## config.mk

```make
export PLATFORM = sky130hd
export DESIGN_NAME = uart_rx_io
export DESIGN_NICKNAME = d
export VERILOG_FILES = /design/src/rtl/uart_rx_io.sv
export SDC_FILE = /design/constraint.sdc
export NUM_CORES = 1
export LEC_CHECK = 0
export CORE_MARGIN = 4
export CORE_UTILIZATION = 40
export CTS_BUF_LIST = sky130_fd_sc_hd__clkbuf_2
export DETAILED_ROUTE_END_ITERATION = 8
export GPL_TIMING_DRIVEN = 0
export MAX_ROUTING_LAYER = met4
export PLACE_DENSITY_LB_ADDON = 0.2
export SYNTH_ARGS = -nofsm -noshare
export SYNTH_HDL_FRONTEND = slang
export SYNTH_SLANG_ARGS = --single-unit
```

## constraint.sdc

```tcl
create_clock -name clk -period 5.12 [get_ports clk]
set_input_delay 1.28 -clock clk [delete_from_list [all_inputs] [get_ports clk]]
set_output_delay 1.28 -clock clk [all_outputs]
set_load 0.05 [all_outputs]
```

## src/rtl/uart_rx_io.sv

```systemverilog
// UART receiver: 2-flop input synchronizer, 8N1 frame decoder and a
// first-word fall-through receive FIFO with sticky overrun reporting.
module uart_rx_io #(
    parameter int CLKS_PER_BIT = 16,
    parameter int FIFO_AW      = 2
) (
    input  logic       clk,
    input  logic       rst_n,
    input  logic       rx,
    input  logic       rd_en,
    input  logic       ovr_clr,
    output logic [7:0] rx_data,
    output logic       rx_valid,
    output logic       fifo_full,
    output logic       frame_err,
    output logic       overrun
);

    localparam int TW    = $clog2(CLKS_PER_BIT + 1);
    localparam int DEPTH = 2 ** FIFO_AW;

    localparam logic [TW-1:0] HALF_BIT = TW'(CLKS_PER_BIT / 2);
    localparam logic [TW-1:0] FULL_BIT = TW'(CLKS_PER_BIT);

    localparam logic [1:0] S_IDLE  = 2'd0;
    localparam logic [1:0] S_START = 2'd1;
    localparam logic [1:0] S_DATA  = 2'd2;
    localparam logic [1:0] S_STOP  = 2'd3;

    logic          rx_meta_q, rxs_q;
    logic [1:0]    state_q, state_d;
    logic [TW-1:0] timer_q, timer_d;
    logic [2:0]    idx_q, idx_d;
    logic [7:0]    shift_q, shift_d;
    logic          brk_q, brk_d;
    logic          push_q, push_d;
    logic          fe_q, fe_d;
    logic          tick;

    logic [FIFO_AW:0] wr_ptr_q, rd_ptr_q;
    logic [7:0]       mem_q [DEPTH];
    logic             empty, full, pop, wr_en, ovr_set;
    logic             overrun_q;

    assign tick = (timer_q == TW'(1));

    // NOTE: every next-state signal gets a default first so no path leaves it unassigned (no latches).
    always_comb begin
        state_d = state_q;
        timer_d = timer_q;
        idx_d   = idx_q;
        shift_d = shift_q;
        brk_d   = brk_q;
        push_d  = 1'b0;
        fe_d    = 1'b0;
        case (state_q)
            S_IDLE: begin
                if (!rxs_q) begin
                    state_d = S_START;
                    timer_d = HALF_BIT;
                end
            end
            S_START: begin
                if (!tick) begin
                    timer_d = timer_q - TW'(1);
                end else if (!rxs_q) begin
                    state_d = S_DATA;
                    timer_d = FULL_BIT;
                    idx_d   = 3'd0;
                end else begin
                    state_d = S_IDLE;
                end
            end
            S_DATA: begin
                if (!tick) begin
                    timer_d = timer_q - TW'(1);
                end else begin
                    shift_d = {rxs_q, shift_q[7:1]};
                    timer_d = FULL_BIT;
                    if (idx_q == 3'd7) state_d = S_STOP;
                    else               idx_d   = idx_q + 3'd1;
                end
            end
            default: begin
                // A bad stop bit parks here until the line returns high (break hold-off).
                if (brk_q) begin
                    if (rxs_q) begin
                        state_d = S_IDLE;
                        brk_d   = 1'b0;
                    end
                end else if (!tick) begin
                    timer_d = timer_q - TW'(1);
                end else if (rxs_q) begin
                    push_d  = 1'b1;
                    state_d = S_IDLE;
                end else begin
                    fe_d  = 1'b1;
                    brk_d = 1'b1;
                end
            end
        endcase
    end

    // NOTE: sequential state uses non-blocking assignments so all flops update from pre-edge values.
    always_ff @(posedge clk) begin
        if (!rst_n) begin
            rx_meta_q <= 1'b1;
            rxs_q     <= 1'b1;
            state_q   <= S_IDLE;
            timer_q   <= '0;
            idx_q     <= 3'd0;
            shift_q   <= 8'h00;
            brk_q     <= 1'b0;
            push_q    <= 1'b0;
            fe_q      <= 1'b0;
        end else begin
            rx_meta_q <= rx;
            rxs_q     <= rx_meta_q;
            state_q   <= state_d;
            timer_q   <= timer_d;
            idx_q     <= idx_d;
            shift_q   <= shift_d;
            brk_q     <= brk_d;
            push_q    <= push_d;
            fe_q      <= fe_d;
        end
    end

    assign empty   = (wr_ptr_q == rd_ptr_q);
    assign full    = (wr_ptr_q[FIFO_AW] != rd_ptr_q[FIFO_AW]) &&
                     (wr_ptr_q[FIFO_AW-1:0] == rd_ptr_q[FIFO_AW-1:0]);
    assign pop     = rd_en && !empty;
    assign wr_en   = push_q && (!full || pop);
    assign ovr_set = push_q && full && !pop;

    always_ff @(posedge clk) begin
        if (!rst_n) begin
            wr_ptr_q  <= '0;
            rd_ptr_q  <= '0;
            overrun_q <= 1'b0;
        end else begin
            if (wr_en) wr_ptr_q <= wr_ptr_q + 1'b1;
            if (pop)   rd_ptr_q <= rd_ptr_q + 1'b1;
            if (ovr_set)      overrun_q <= 1'b1;
            else if (ovr_clr) overrun_q <= 1'b0;
        end
    end

    // NOTE: storage is not reset; the pointers define which entries are meaningful.
    always_ff @(posedge clk) begin
        if (wr_en) mem_q[wr_ptr_q[FIFO_AW-1:0]] <= shift_q;
    end

    assign rx_data   = empty ? 8'h00 : mem_q[rd_ptr_q[FIFO_AW-1:0]];
    assign rx_valid  = !empty;
    assign fifo_full = full;
    assign frame_err = fe_q;
    assign overrun   = overrun_q;

endmodule

```

Word level (Yosys, flattened, before mapping)
Memories as Yosys holds them, arrays and structs flattened. A register that Yosys moved wholly into a read port is not among the register bits.
Index checks and enable logic that the tools add are counted.
- register bits after elaboration: 30
- bits in writable memories: 32
- bits of input ports: 5
- output and inout port bits: 12
- word-level logic and storage cells: 87
- memories: 1
- memories (memory ; depth ; bits a word ; rd ports ; clocked after Yosys merged registers in ; write ports ; RTL line ; text):
    mem_q ; 4 ; 8 ; 1 ; 1 ; 1 ; 41 ; logic [7:0] mem_q [DEPTH];
- add/sub/neg operators: 4
- eq/ne operators: 16
- mux-type cells: 32
- bitwise operators: 2
- reduce and logical (&&, ||, !) cells: 20
- operators by type and width (kind ; count):
    5-bit two-way mux ; 6
    2-bit two-way mux ; 10
    5-bit case mux with 3 select lines ; 1
    3-bit two-way mux ; 4
    2-bit inequality test, second input constant ; 6
    5-bit AND reduction ; 2
    3-bit by 1-bit adder with 3-bit output, second input constant ; 3
    1-bit two-way mux ; 8
    8-bit two-way mux ; 1
    4-bit by 1-bit inequality test with 1-bit output, second input constant ; 2
    2-bit case mux with 3 select lines ; 1
    3-bit case mux with 2 select lines ; 1
    6-bit OR reduction ; 1
    5-bit by 1-bit equality test with 1-bit output, second input constant ; 1
    1-bit logical AND ; 5
    5-bit OR reduction ; 1
    5-bit by 1-bit subtractor with 5-bit output, second input constant ; 1
    4-bit AND reduction ; 1
    2-bit nonzero test ; 2
    3-bit equality test ; 1
    3-bit equality test, second input constant ; 1
    1-bit zero test ; 3
    3-bit inequality test, second input constant ; 1
    3-bit nonzero test ; 1
    9 further kinds ; 10

Depth between registers and ports, before layout
- depth in word-level cells: 7
- depth in mapped cells: 7
- mapped depth without buffers: 7

Worst setup path before layout
OpenSTA, ideal clock, no wires.
- path kind: reg2out
- start point: reg wr_ptr_q[2]
- end point: out rx_data[0]
- data arrival time: 1.764 ns
- slack: 2.076 ns
- stages on the path, launching flop included: 5
- buffers on the path: 1
- cell sequence: dfxtp_1 xor2_1 nand3b_1 clkbuf_1 and2_1
- word-level cells in the longest chain between the ends: 2
- RTL lines (element ; RTL line ; text):
    start: declaration ; 40 ; logic [FIFO_AW:0] wr_ptr_q, rd_ptr_q;
    start signal: assignment ; 142 ; if (wr_en) wr_ptr_q <= wr_ptr_q + 1'b1;
    3-bit equality test ; 129 ; assign empty = (wr_ptr_q == rd_ptr_q);
    8-bit two-way mux ; 154 ; assign rx_data = empty ? 8'h00 : mem_q[rd_ptr_q[FIFO_AW-1:0]];
    end: declaration ; 12 ; output logic [7:0] rx_data,
Every way passes these cells.

Worst setup path in the final report
- start point: reg wr_ptr_q[2]
- end point: out rx_data[7]
The elaborated chain is that of the path after synthesis.

==> metrics.yaml <==
floorplanning:
  num_rows: 30
  die_w_um: 91.05
  dieArea_mm2: 0.008290
  fp.dieH_um: 91.05
  core_area_mm2: 0.006756
  boundaryPins: 17
  start_util: 0.4083
global_route:
  grt_max_degree: 13
  grt_pass1_wl_um: 7962
  grt_pass1_vias: 1657
  grt-ovfl-total: 0
  grt.busiest_layer: "met2"
  met3_usage: 0.04474
  use_met2: 0.2036
  use_met1: 0.1479
  grt_util_all_layers: 0.1248
  antenna_found_initial: 0
sta:
  slew_violations: 0
  finalHoldViolCount: 0
  finalCriticalPeriod_ns: 3.858
  tightest_slew_ns: 0.5145
  finalSetupViolCount: 0
  fmax_mhz: 259.2
  finalCritPeriodShare: 0.7536
  worst_slack_ns: 1.262
  fin_tns_setup_ns: 0
  holdWs_ns: 0.4318
  slew_headroom: 0.6525
  skew_ns: 0.01439
  rsz0062_at_grt: "no"
detailed_routing:
  drc: 0
  ant_nets: 0
  drt_iter0_drc: 70
  vias: 1737
  dr.pass1.iters: 4
  viasPerCell: 5.064
  drt-total-wl_um: 4659
  wl_per_cell_um: 13.58
run:
  drv_cap: 0
cells_and_area:
  regArea_mm2: 0.001602
  multiInputGateArea_mm2: 0.001072
  n_fill_cell: 623
  fin_util: 0.4641
  fin_cells: 343
  final_nets: 276
  drive_gt1_frac: 0.1217
  syn_to_final_growth_pct: 13.65
  fin_area_mm2: 0.003136
  antennaDiodeCount: 0
setup_path:
  worst_ep_required_time_ns: 3.84
  worstSetupEndpoint: "rx_data[7]"
  r2r-start: "wr_ptr_q[0]"
  r2r_slack_ns: 3.20
  end_kind: "output port"
  crit_type: "reg2out"
  arrival_ns: 2.58
  reg2reg_to: "mem_q[3][7]"
  cp-start-kind: "flip-flop"
  r2r_cells: 3
  cp_max_fo: 10
  cp-startpoint: "wr_ptr_q[2]"
placed_design:
  placed_area_mm2: 0.003019
  dp_slack_ns: 1.720
  dp.cells: 327
  gp_congestion: 0.7802
  io_buffers: 16
  dp_hpwl_um: 3174
logic_synthesis:
  netlist_area_mm2: 0.002759
  ys_warn_count: 0
  synthCells: 231
  ys_ff_latch: 64
  syn-num-nets: 249
  seq_area_frac_synth: 0.5805
  yosys.cell_types.count: 40
  syn_area_per_cell_um2: 11.94
clock_tree:
  cts_tree: "done"
  root_buffer: "clkbuf_2"
  ctsHoldBuffers: 0
  cts.sinks: 64
  clk_pin_slew_worst_paths_ns: 0.18
  cts_buffer_depth: 2
  cts_buffers: 9
  htree_levels: 3
  worstSkewPairLatency_ns: 0.46
  ctsResizeCount: 0
  cts_setup_buffers: 0
pwr:
  p_per_area_mw_per_mm2: 270.4
  irDropWorstVdd_mv: 0.1834
  p_leak_nw: 1.106
  finalPower_mw: 0.8480
min_path:
  hold_class: "reg2reg"
  min-delay-start: "rx_meta_q"
run_status:
  status: "finished clean"
-- synth_stat cells --
| master | instances | area [um2] |
|---|---|---|
| dfxtp_1 | 32 | 640.6 |
| edfxtp_1 | 32 | 960.9 |
| nor2_1 | 21 | 78.83 |
| a21oi_1 | 18 | 90.09 |
| nand2_1 | 18 | 67.56 |
| ha_1 | 13 | 162.7 |
| inv_1 | 13 | 48.80 |
| and2_1 | 12 | 75.07 |
| nand3_1 | 12 | 60.06 |
| mux4_2 | 8 | 180.2 |
| clkbuf_1 | 5 | 18.77 |
| nand2b_1 | 5 | 31.28 |
| mux2i_1 | 4 | 40.04 |
| xnor2_1 | 4 | 35.03 |
| nor3_1 | 3 | 15.01 |
| o21ai_0 | 3 | 15.01 |
| xor2_1 | 3 | 26.28 |
| a22oi_1 | 2 | 15.01 |
| buf_2 | 2 | 10.01 |
| a211oi_1 | 1 | 7.510 |
| a221o_1 | 1 | 10.01 |
| a32o_1 | 1 | 10.01 |
| a32oi_1 | 1 | 8.760 |
| a41oi_1 | 1 | 8.760 |
| and3_1 | 1 | 6.260 |
| buf_1 | 1 | 3.750 |
| clkinv_1 | 1 | 3.750 |
| nand2_2 | 1 | 6.260 |
| nand3_2 | 1 | 10.01 |
| nand3b_1 | 1 | 7.510 |
| nor3_2 | 1 | 10.01 |
| nor3b_2 | 1 | 12.51 |
| nor4_1 | 1 | 6.260 |
| nor4b_4 | 1 | 23.77 |
| o211ai_2 | 1 | 12.51 |
| o21ba_2 | 1 | 10.01 |
| o22ai_1 | 1 | 6.260 |
| or3_1 | 1 | 6.260 |
| or4_1 | 1 | 7.510 |
| or4b_1 | 1 | 10.01 |
-- worst min path at each step --
stage	cells after the start	slack (ns)	end
floorplan	1	0.39	rxs_q
global placement	1	0.39	rxs_q
detailed placement	1	0.39	rxs_q
CTS	1	0.44	rxs_q
global route	1	0.47	rxs_q
finish	1	0.43	rxs_q
-- cell usage in the layout (no fill, tap or decap), types with 2 or more instances in the layout --
cell type         n
dfxtp_1          32
edfxtp_1         32
nor2_1           21
a21oi_1          18
nand2_1          18
clkdlybuf4s50_1  16
inv_1            13
ha_1             13
and2_1           12
nand3_1          12
clkbuf_2          9
mux4_2            8
clkbuf_1          5
nand2b_1          5
xnor2_1           4
mux2i_1           4
xor2_1            3
nor3_1            3
o21ai_0           3
buf_2             2
clkinv_1          2
a22oi_1           2
clkinvlp_4        2
-- metal layers --
layer | vias up | wire, um
li1 | 878 | -
met1 | 822 | 2147
met2 | 30 | 2285
met3 | 7 | 186
met4 | 0 | 40
met5 | - | 0
-- worst max-delay path, stage by stage, from the launching register on --
cell             delay, ns
dfxtp_1               0.41
xor2_1                0.24
nand3b_1              0.16
clkbuf_1              0.32
and2_1                0.19
clkdlybuf4s50_1       0.80
-- final cells by class --
type,count,area share
Clock buffer,9,0.01437
Clock inverter,7,0.02275
Multi-Input combinational cell,145,0.3420
Timing Repair Buffer,16,0.05108
Inverter,14,0.01676
Tap cell,80,0.03192
Buffer,8,0.01038
Sequential cell,64,0.5108
-- state kept, by name, summed over array words and instances (netlist names), named ones only --
name,cells
overrun,1
frame_err,1
rx_meta_q,1
mem_q,32
brk_q,1
shift_q,8
wr_ptr_q,3
rxs_q,1
timer_q,5
state_q,2
rd_ptr_q,3
idx_q,3
push_q,1
-- power by group --
part	total, mW	internal [mW]	leakage, nW	switching (mW)
Clock	0.295	0.113	0.0659	0.182
Sequential	0.535	0.534	0.555	0.00117
Combinational	0.0176	0.00702	0.485	0.0106
-- cells by family (layout without fill, tap and decap cells) --
| group | count (synthesis) | count (layout) | synth area share |
|---|---|---|---|
| and+or+nand+nor | 82 | 82 | 0.1574 |
| DFF | 64 | 64 | 0.5805 |
| AOI/OAI and AO/OA | 31 | 31 | 0.07030 |
| buffers and inverters | 22 | 54 | 0.03084 |
| adders and majority gates | 13 | 13 | 0.05896 |
| muxes | 12 | 12 | 0.07982 |
| xor gates and xnor gates | 7 | 7 | 0.02222 |
(Power assumes the default switching activity.)
